**src/rtl/dpram_bist_pkg.sv**
```systemverilog
// Shared types and constants for the dual-port RAM march BIST controller.
// Holds the FSM state encoding, pattern selector codes and default widths.
// No logic lives here; the controller and compare stage import it.
package dpram_bist_pkg;

  localparam int DATA_W_DEF = 8;
  localparam int ADDR_W_DEF = 6;
  localparam int CNT_W_DEF  = 8;

  // pattern_sel encodings; code 3 falls through to solid
  localparam logic [1:0] PAT_SOLID   = 2'd0;
  localparam logic [1:0] PAT_CHECKER = 2'd1;
  localparam logic [1:0] PAT_ADDR    = 2'd2;

  typedef enum logic [2:0] {
    ST_IDLE,
    ST_WR0,
    ST_RD0,
    ST_DRN0,
    ST_WR1,
    ST_RD1,
    ST_DRN1,
    ST_DONE
  } bist_state_t;

endpackage

```
**src/rtl/dpram_bist_cmp.sv**
```systemverilog
// Read-compare stage: holds expected data/address for one cycle while the RAM reads.
// Latency: compare result lands one cycle after data_out is valid (two after re).
// No backpressure; every read issued is compared exactly once.
module dpram_bist_cmp
  import dpram_bist_pkg::*;
#(
  parameter int DATA_W = DATA_W_DEF,
  parameter int ADDR_W = ADDR_W_DEF,
  parameter int CNT_W  = CNT_W_DEF
) (
  input  logic              clk,
  input  logic              reset,
  input  logic              clr,
  input  logic              rd_vld,
  input  logic [ADDR_W-1:0] rd_addr,
  input  logic [DATA_W-1:0] rd_exp,
  input  logic [DATA_W-1:0] rd_dat,
  output logic [ADDR_W-1:0] fail_addr,
  output logic [DATA_W-1:0] fail_exp,
  output logic [DATA_W-1:0] fail_got,
  output logic [CNT_W-1:0]  err_count,
  output logic              clean_next
);

  localparam logic [CNT_W-1:0] CNT_MAX = '1;

  logic              pipe_vld;
  logic [ADDR_W-1:0] pipe_addr;
  logic [DATA_W-1:0] pipe_exp;
  logic              mismatch;

  // RAM data_out arrives the cycle after the read, aligned with the pipe register
  assign mismatch   = pipe_vld && (rd_dat != pipe_exp);
  // Lets the controller report pass in the same cycle the final compare lands
  assign clean_next = (err_count == '0) && !mismatch;

  // Pipe the read context, count mismatches and capture only the first failure
  always_ff @(posedge clk or negedge reset) begin
    if (!reset) begin
      pipe_vld  <= 1'b0;
      pipe_addr <= '0;
      pipe_exp  <= '0;
      fail_addr <= '0;
      fail_exp  <= '0;
      fail_got  <= '0;
      err_count <= '0;
    end else if (clr) begin
      pipe_vld  <= 1'b0;
      pipe_addr <= '0;
      pipe_exp  <= '0;
      fail_addr <= '0;
      fail_exp  <= '0;
      fail_got  <= '0;
      err_count <= '0;
    end else begin
      pipe_vld  <= rd_vld;
      pipe_addr <= rd_addr;
      pipe_exp  <= rd_exp;
      if (mismatch) begin
        if (err_count != CNT_MAX) begin
          err_count <= err_count + CNT_W'(1);
        end
        if (err_count == '0) begin
          fail_addr <= pipe_addr;
          fail_exp  <= pipe_exp;
          fail_got  <= rd_dat;
        end
      end
    end
  end

endmodule

```
**src/rtl/dpram_bist_ctrl.sv**
```systemverilog
// March BIST initiator for the dual-port RAM: write P0, read P0, write ~P0, read ~P0.
// Latency: done pulses 4*DEPTH+3 cycles after start is accepted.
// No backpressure; start is only honoured in IDLE and ignored while busy.
module dpram_bist_ctrl
  import dpram_bist_pkg::*;
#(
  parameter int DATA_W = DATA_W_DEF,
  parameter int ADDR_W = ADDR_W_DEF,
  parameter int CNT_W  = CNT_W_DEF
) (
  input  logic              clk,
  input  logic              reset,
  input  logic              start,
  input  logic [1:0]        pattern_sel,
  output logic [DATA_W-1:0] mem_data_in,
  output logic [ADDR_W-1:0] mem_wr_addr,
  output logic              mem_we,
  output logic [ADDR_W-1:0] mem_rd_addr,
  output logic              mem_re,
  input  logic [DATA_W-1:0] mem_data_out,
  output logic              busy,
  output logic              done,
  output logic              pass,
  output logic [ADDR_W-1:0] fail_addr,
  output logic [DATA_W-1:0] fail_exp,
  output logic [DATA_W-1:0] fail_got,
  output logic [CNT_W-1:0]  err_count
);

  localparam logic [ADDR_W-1:0] LAST = '1;

  bist_state_t       state;
  logic [ADDR_W-1:0] cnt;
  logic [ADDR_W-1:0] cnt_nxt;
  logic [1:0]        sel_q;
  logic              accept;
  logic [DATA_W-1:0] rd_exp;
  logic              clean_next;

  // Background value for address a; inv selects the complement phase
  function automatic logic [DATA_W-1:0] pat_val(input logic [1:0] sel, input logic inv,
                                                input logic [ADDR_W-1:0] a);
    logic [DATA_W-1:0] v;
    v = '0;
    case (sel)
      PAT_CHECKER: begin
        for (int i = 0; i < DATA_W; i++) begin
          v[i] = ((i % 2) == 0) ? ~a[0] : a[0];
        end
      end
      PAT_ADDR: v = DATA_W'(a);
      default:  v = '0;
    endcase
    return inv ? ~v : v;
  endfunction

  assign accept  = (state == ST_IDLE) && start;
  assign cnt_nxt = cnt + ADDR_W'(1);
  // Expected value follows the registered read address so it pipes with the read
  assign rd_exp  = pat_val(sel_q, state == ST_RD1, mem_rd_addr);

  // Sequencer: state, address counter and all RAM-side/status outputs registered
  always_ff @(posedge clk or negedge reset) begin
    if (!reset) begin
      state       <= ST_IDLE;
      cnt         <= '0;
      sel_q       <= PAT_SOLID;
      mem_data_in <= '0;
      mem_wr_addr <= '0;
      mem_we      <= 1'b0;
      mem_rd_addr <= '0;
      mem_re      <= 1'b0;
      busy        <= 1'b0;
      done        <= 1'b0;
      pass        <= 1'b0;
    end else begin
      case (state)
        ST_IDLE: begin
          if (start) begin
            sel_q       <= pattern_sel;
            cnt         <= '0;
            pass        <= 1'b0;
            busy        <= 1'b1;
            mem_we      <= 1'b1;
            mem_wr_addr <= '0;
            mem_data_in <= pat_val(pattern_sel, 1'b0, '0);
            state       <= ST_WR0;
          end
        end
        ST_WR0, ST_WR1: begin
          if (cnt == LAST) begin
            cnt         <= '0;
            mem_we      <= 1'b0;
            mem_re      <= 1'b1;
            mem_rd_addr <= '0;
            state       <= (state == ST_WR0) ? ST_RD0 : ST_RD1;
          end else begin
            cnt         <= cnt_nxt;
            mem_wr_addr <= cnt_nxt;
            mem_data_in <= pat_val(sel_q, state == ST_WR1, cnt_nxt);
          end
        end
        ST_RD0, ST_RD1: begin
          if (cnt == LAST) begin
            cnt    <= '0;
            mem_re <= 1'b0;
            state  <= (state == ST_RD0) ? ST_DRN0 : ST_DRN1;
          end else begin
            cnt         <= cnt_nxt;
            mem_rd_addr <= cnt_nxt;
          end
        end
        ST_DRN0: begin
          mem_we      <= 1'b1;
          mem_wr_addr <= '0;
          mem_data_in <= pat_val(sel_q, 1'b1, '0);
          state       <= ST_WR1;
        end
        ST_DRN1: begin
          done  <= 1'b1;
          pass  <= clean_next;
          state <= ST_DONE;
        end
        ST_DONE: begin
          done  <= 1'b0;
          busy  <= 1'b0;
          state <= ST_IDLE;
        end
        default: begin
          mem_we <= 1'b0;
          mem_re <= 1'b0;
          busy   <= 1'b0;
          done   <= 1'b0;
          state  <= ST_IDLE;
        end
      endcase
    end
  end

  dpram_bist_cmp #(
    .DATA_W(DATA_W),
    .ADDR_W(ADDR_W),
    .CNT_W (CNT_W)
  ) u_cmp (
    .clk       (clk),
    .reset     (reset),
    .clr       (accept),
    .rd_vld    (mem_re),
    .rd_addr   (mem_rd_addr),
    .rd_exp    (rd_exp),
    .rd_dat    (mem_data_out),
    .fail_addr (fail_addr),
    .fail_exp  (fail_exp),
    .fail_got  (fail_got),
    .err_count (err_count),
    .clean_next(clean_next)
  );

endmodule

```
**config.mk**
```make
export PLATFORM = sky130hd
export DESIGN_NAME = dpram_bist_ctrl
export DESIGN_NICKNAME = d
export VERILOG_FILES = /design/src/rtl/dpram_bist_pkg.sv /design/src/rtl/dpram_bist_cmp.sv /design/src/rtl/dpram_bist_ctrl.sv
export SDC_FILE = /design/constraint.sdc
export NUM_CORES = 1
export LEC_CHECK = 0
export ABC_AREA = 0
export CAP_MARGIN = 20
export CORE_ASPECT_RATIO = 1.1
export CORE_UTILIZATION = 45
export CTS_BUF_LIST = sky130_fd_sc_hd__clkbuf_4 sky130_fd_sc_hd__clkbuf_8
export DETAILED_ROUTE_END_ITERATION = 7
export GPL_ROUTABILITY_DRIVEN = 0
export PLACE_DENSITY = 0.73
export SLEW_MARGIN = 20
export SYNTH_ARGS = -nofsm -noshare
export SYNTH_HDL_FRONTEND = slang
export SYNTH_SLANG_ARGS = --single-unit
export TNS_END_PERCENT = 30
```
**constraint.sdc**
```tcl
create_clock -name clk -period 1.95 [get_ports clk]
set_input_delay 0.2925 -clock clk [delete_from_list [all_inputs] [get_ports clk]]
set_output_delay 0.2925 -clock clk [all_outputs]
set_load 0.05 [all_outputs]
```
==> impl_metrics.toml, run 1 <==
[placed_design]
numPortBuffers = 67
dp_hpwl_um = 7280
dp_cells = 634

[critical_path]
arrival_ps = 2240
slowest_delay_ps = 480
required_ps = 2210
reg2reg_to = "u_cmp.fail_addr[1]"
crit_family = "simple AND/OR/NAND/NOR gates"
r2r-start = "u_cmp.err_count[0]"
crit_chain = "inv_2 > ha_1 > or4b_4 > nor4_4 > o211ai_4 > buf_12 > nand3_1 > o21ai_2"
slowest_stage = "or4b_4"
start_kind = "register"
cp_num_buf_inv = 2
crit_type = "register to register"
endpoint_kind = "register"
cp_max_fo = 14
r2r_slack_ps = -30
worst-r2r-cell-count = 8

[global_routing]
use_met3_pct = 4.24
grt.busiest_layer = "met2"
grt_pass1_wl_um = 16300
grt_usage_pct = 21.2
first_global_vias = 3360
globalRouteMet1Util_pct = 26.5
grt_overflow = 0
grt_max_degree = 49
grt_antenna_before_repair = 0
grt_use_met2_pct = 35.3

[power_and_ir_drop]
peakVddDrop_mv = 0.369
power_switching_uw = 732
powerDensity_nw_per_um2 = 544
pwr-share-comb_pct = 2.8
p_int_mw = 2.33
p_clk_share_pct = 42.4
p_leak_nw = 2.55
sequentialPowerShare_pct = 54.8
switching_share_pct = 23.9
power_mw = 3.06

[clock_network]
worstSkewPairLatency_ps = 360
clkTransAtPathRegs_ps = 90
cts_sinks = 81
cts_buffer_depth = 2
htree_levels = 3
cts_buffers = 9
cts_tree = "built"
cts_root_buf = "clkbuf_8"

[synthesis]
yosysWarnings = 0
syn-num-nets = 452
synth_area_leaders = "dfrtp_1 47%, nand2_1 5.8%, o21ai_2 4.7%"
yosysSeqAreaShare_pct = 47.5
ys_ff_latch = 81
muxShareOfSynthArea_pct = 2.26
synth_adder_area_share_pct = 2.93
synth-compound-area-share_pct = 16.2
yosysTopAreaCell = "dfrtp_1"
syn_avg_cell_area_um2 = 9.96
synth_top_area_share_pct = 47.5
synthArstFlopShare_pct = 100
synth-simple-area-share_pct = 22.8
synth_edf_count = 0
synthCells = 429
synth_common_cells = "81 x dfrtp_1, 66 x nand2_1, 28 x nor2_1, 24 x a21oi_1, 23 x o21ai_2"
yosysMostFrequentCell = "dfrtp_1"
ys_types = 60
netlist_area_um2 = 4270
ys.flop_type = "dfrtp_1"
synth_top_family_by_area = "simple AND/OR/NAND/NOR gates"
synth_xor_area_share_pct = 3.90

[detailed_routing]
drc_errors = 0
ant_nets = 0
drtPass1Iterations = 4
vias = 3502
wire_per_inst_um = 15.2
via_per_inst = 5.35
drt_wl_total_um = 9920
dr.first_iter.drc_count = 140

[layout]
nets = 558
fillers = 750
drive_gt1_share_pct = 25.9
stdcell_count = 654
diodes = 0
area_growth_pct = 31.7

[sta]
clock_skew_ps = 11.5
hold_viol = 0
max_freq_mhz = 505
worst_pin_slew_ps = 516
maxSlewViolCount = 0
final.min_clock_period_ps = 1980
period_share_pct = 102
finalSetupViolCount = 20
grt_setup_unrepaired = "true"
fin_ws_ps = -31.2
max-slew-margin-rel_pct = 65.5

[job]
maxCapViolations = 0

[run_status]
violations = "setup timing"
status = "finished, violations left"

[floorplanning]
io_pins = 68
coreArea_um2 = 9050
die_area_um2 = 9890
fp.dieH_um = 104
rows = 36
start_util_pct = 47.2
dieWidth_um = 94.9

[worst_hold_path]
hold_path.class = "primary input to async pin"
==> state kept, by name, indices dropped and copies added (netlist names), 8 cells and up <==
name and cells:
u_cmp.pipe_exp 8, u_cmp.fail_exp 8, mem_data_in 8, u_cmp.err_count 8
u_cmp.fail_got 8
==> how the worst max path moves through the flow <==
stage / endpoint / start / cells past startpoint
floorplan: u_cmp.fail_addr[5] / u_cmp.err_count[0] / 8
CTS: u_cmp.fail_addr[1] / u_cmp.err_count[0] / 8
global route: u_cmp.fail_exp[3] / u_cmp.err_count[0] / 8
detailed placement: u_cmp.err_count[5] / mem_data_out[5] / 7
global placement: cnt[0] / state[0] / 6
finish: u_cmp.fail_addr[1] / u_cmp.err_count[0] / 8
==> routing by layer <==
layer / up-vias / wire length [um]
li1: 1713 / -
met1: 1683 / 4240
met2: 91 / 5040
met3: 15 / 440
met4: 0 / 198
met5: - / 0
==> cell usage in the layout, fill, tap and decap left out, types with 2 or more instances in the layout <==
master / n
dlygate4sd2_1: 7
a21oi_1: 23
o21ai_2: 22
ha_1: 9
xnor2_1: 12
nand2b_1: 9
and2_1: 7
a31oi_1: 6
and3_2: 2
clkbuf_8: 9
nor2_1: 27
nand3_2: 20
mux2_2: 3
o21ai_1: 3
buf_4: 48
inv_1: 5
xor2_1: 7
a31o_2: 2
o21ai_0: 20
mux2i_1: 4
o31ai_1: 4
nand3_1: 11
nand2_1: 65
nor2b_1: 4
dfrtp_1: 78
dfrtp_2: 3
a311oi_1: 2
inv_6: 4
inv_2: 3
nand4_1: 4
nor3_1: 9
a22o_1: 3
clkdlybuf4s50_1: 57
buf_12: 4
and3_1: 6
==> layout make-up <==
type                            instances  area [um2]  area share (%)
Tap cell                              114         143            2.54
Timing Repair Buffer                  118        1110            19.7
Multi-Input combinational cell        317        2110            37.5
Clock inverter                          7        81.3            1.45
Sequential cell                        81        2030            36.1
Inverter                                8        30.0           0.534
Clock buffer                            9         124            2.20
==> worst register-to-register path, stage by stage (launching register included) <==
cell      delay (ps)
dfrtp_2          440
inv_2             60
ha_1             140
or4b_4           480
nor4_4           230
o211ai_4         180
buf_12           190
nand3_1          100
o21ai_2           60
==> stage by stage <==
stage	hold WS (ps)	utilization, %	setup slack (ps)	TNS (ps)	area (um2)
global route	399	62.1	-110	-2000	5630
finish	377	62.1	-31.2	-331	5630
CTS	384	61.3	-41.8	-280	5550
global placement	233	58.8	-64.0	-160	5330
floorplan	-3.09	-	-31.7	-569	4280
detailed placement	235	58.8	-116	-1670	5330
==> power by group through the flow <==
stage / clock network, mW / logic (mW) / registers (mW)
floorplan: 0 / 0.0140 / 1.71
global placement: 0 / 0.0858 / 1.71
detailed placement: 0 / 0.0863 / 1.71
CTS: 1.32 / 0.0889 / 1.68
global route: 1.41 / 0.0972 / 1.68
finish: 1.30 / 0.0855 / 1.68
==> repair_timing <==
action                     4_1_cts  5_1_grt
setup endpoints to repair       24       42
setup buffers                    1        1
pin swaps                        6        7
hold endpoints to repair        24        0
hold buffers                     1        0
resized for setup                9       13
cloned                           0        1
==> kinds of logic (layout without fill, tap and decap cells) <==
family,Yosys count,in the layout
xor+xnor,19,19
fa+ha+maj,10,10
flops,81,81
mux,8,8
buf+inv,31,142
compound gates,101,101
simple gates,179,179
No activity file was read; power rests on OpenSTA's default activity.
==> run 2: changes to the inputs <==
Settings changed: TNS_END_PERCENT 30 to 100.
Clock period 1.95 ns to 1.6 ns, I/O delays scaled along.
==> impl_metrics.toml, run 2 (same netlist as run 1, synthesis figures left out) <==
[clock_network]
cts_buffers = 9
cts_tree = "built"
worstSkewPairLatency_ps = 370
cts_sinks = 81
htree_levels = 3
cts_root_buf = "clkbuf_8"
cts_buffer_depth = 2
clkTransAtPathRegs_ps = 100

[global_routing]
grt_max_degree = 39
grt_usage_pct = 23.6
grt_overflow = 0
grt_antenna_before_repair = 0
grt_pass1_wl_um = 18100
first_global_vias = 3756

[layout]
design_area_um2 = 6800
nets = 618
diodes = 0
area_growth_pct = 59.2
final_common_cell = "buf_4"
drive_gt1_share_pct = 58.5
final_util_pct = 75.1
final_cell_mix = "128 x buf_4, 76 x dfrtp_1, 50 x nand2_1"

[power_and_ir_drop]
peakVddDrop_mv = 0.500
power_switching_uw = 940
pwr-share-comb_pct = 2.9
power_mw = 3.63
powerDensity_nw_per_um2 = 533
switching_share_pct = 25.9
p_int_mw = 2.69
p_leak_nw = 3.15
sequentialPowerShare_pct = 56.4
p_clk_share_pct = 40.7

[floorplanning]
rows = 36
start_util_pct = 47.2
io_pins = 68
die_area_um2 = 9890
coreArea_um2 = 9050
fp.dieH_um = 104
dieWidth_um = 94.9

[detailed_routing]
drc_errors = 0
via_per_inst = 5.50
vias = 3926
dr.first_iter.drc_count = 172
ant_nets = 0
drtPass1Iterations = 4
wire_per_inst_um = 17.3
drt_wl_total_um = 12400

[job]
maxCapViolations = 0

[critical_path]
r2r_slack_ps = -390
slowest_stage = "or4b_4"
worst-r2r-cell-count = 7
r2r-start = "u_cmp.err_count[0]"
crit_family = "simple AND/OR/NAND/NOR gates"
required_ps = 1900
slowest_delay_ps = 470
arrival_ps = 2290
start_kind = "register"
cp_max_fo = 16
endpoint_kind = "register"
reg2reg_to = "u_cmp.fail_exp[6]"
cp_num_buf_inv = 2
crit_type = "register to register"
crit_chain = "inv_2 > ha_1 > or4b_4 > nor4_4 > o211ai_4 > clkbuf_16 > o21ai_2"

[placed_design]
numPortBuffers = 67
dpl_cell_area_um2 = 5720
dp_hpwl_um = 7710

[sta]
grt_setup_unrepaired = "true"
period_share_pct = 124
clock_skew_ps = 17.8
hold_viol = 0
hold_ws_ps = 326
max_freq_mhz = 502
max-slew-margin-rel_pct = 74.3
final.min_clock_period_ps = 1990
maxSlewViolCount = 0
finalSetupViolCount = 75
fin_ws_ps = -391
worst_pin_slew_ps = 385

[worst_hold_path]
hold_path.class = "primary input to async pin"

[run_status]
status = "finished, violations left"
violations = "setup timing"
==> run 2: changes by cell type in the layout (fill, tap and decap cells not counted), moves of 15 or more <==
cell / delta
buf_4: +80
buf_6: +18
clkdlybuf4s50_1: -46
nand2_1: -15
nor2_1: -15
o21ai_0: -15
==> run 2: per-stage QoR <==
stage	setup TNS, ps	worst slack (ps)	instances
6_report	-14040	-391	714
5_1_grt	-18200	-457	714
4_1_cts	-11320	-342	697
3_5_place_dp	-14840	-361	668
3_3_place_gp	-12520	-293	668
2_1_floorplan	-12710	-380	429
==> run 2: worst max-delay path by stage <==
stage,startpoint,to,slack [ps],depth (start not counted)
after global routing,u_cmp.err_count[0],u_cmp.fail_exp[6],-460,7
after global placement,mem_data_out[0],u_cmp.err_count[4],-290,7
after CTS,u_cmp.err_count[0],u_cmp.fail_addr[1],-340,8
after detailed placement,u_cmp.err_count[0],u_cmp.fail_got[5],-360,8
after floorplan,u_cmp.err_count[0],u_cmp.fail_got[0],-380,8
final,u_cmp.err_count[0],u_cmp.fail_exp[6],-390,7
==> run 2: layout make-up <==
cell class / instances / area [um2]
clock inverter: 7 / 62.6
fill: 517 / 2250
clock buffer: 9 / 124
sequential: 81 / 2030
timing repair buffer: 178 / 1690
tap: 114 / 143
multi-input combinational: 317 / 2720
inverter: 8 / 32.5
==> run 2: worst register-to-register path, delay by kind of cell, from the launching register on <==
family / cells / cell delay [ps]
compound gates: 2 / 350
fa+ha+maj: 1 / 150
buf+inv: 2 / 300
flops: 1 / 420
simple gates: 2 / 710
==> run 2: power by group through the flow <==
stage	combinational, mW	clock (mW)	sequential (mW)
after floorplan	0.0176	0	2.09
final	0.107	1.47	2.05
after CTS	0.109	1.46	2.05
after detailed placement	0.107	0	2.09
after global routing	0.120	1.57	2.05
after global placement	0.106	0	2.09
==> run 2: per-layer routing <==
layer	up-vias	share of wire [%]	global-route usage [%]
li1	1832	-	-
met1	1940	38	27.5
met2	118	54	40.9
met3	36	4.0	4.75
met4	0	3.5	11.0
met5	-	0	0
==> run 2: what timing repair did <==
| item | CTS | global route |
|---|---|---|
| endpoints found under the setup margin | 64 | 79 |
| hold buffers | 1 | 0 |
| buffers inserted | 13 | 16 |
| endpoints found under the hold margin | 27 | 0 |
| gates cloned | 0 | 4 |
| gates resized for setup | 62 | 93 |
| pin swaps | 25 | 35 |
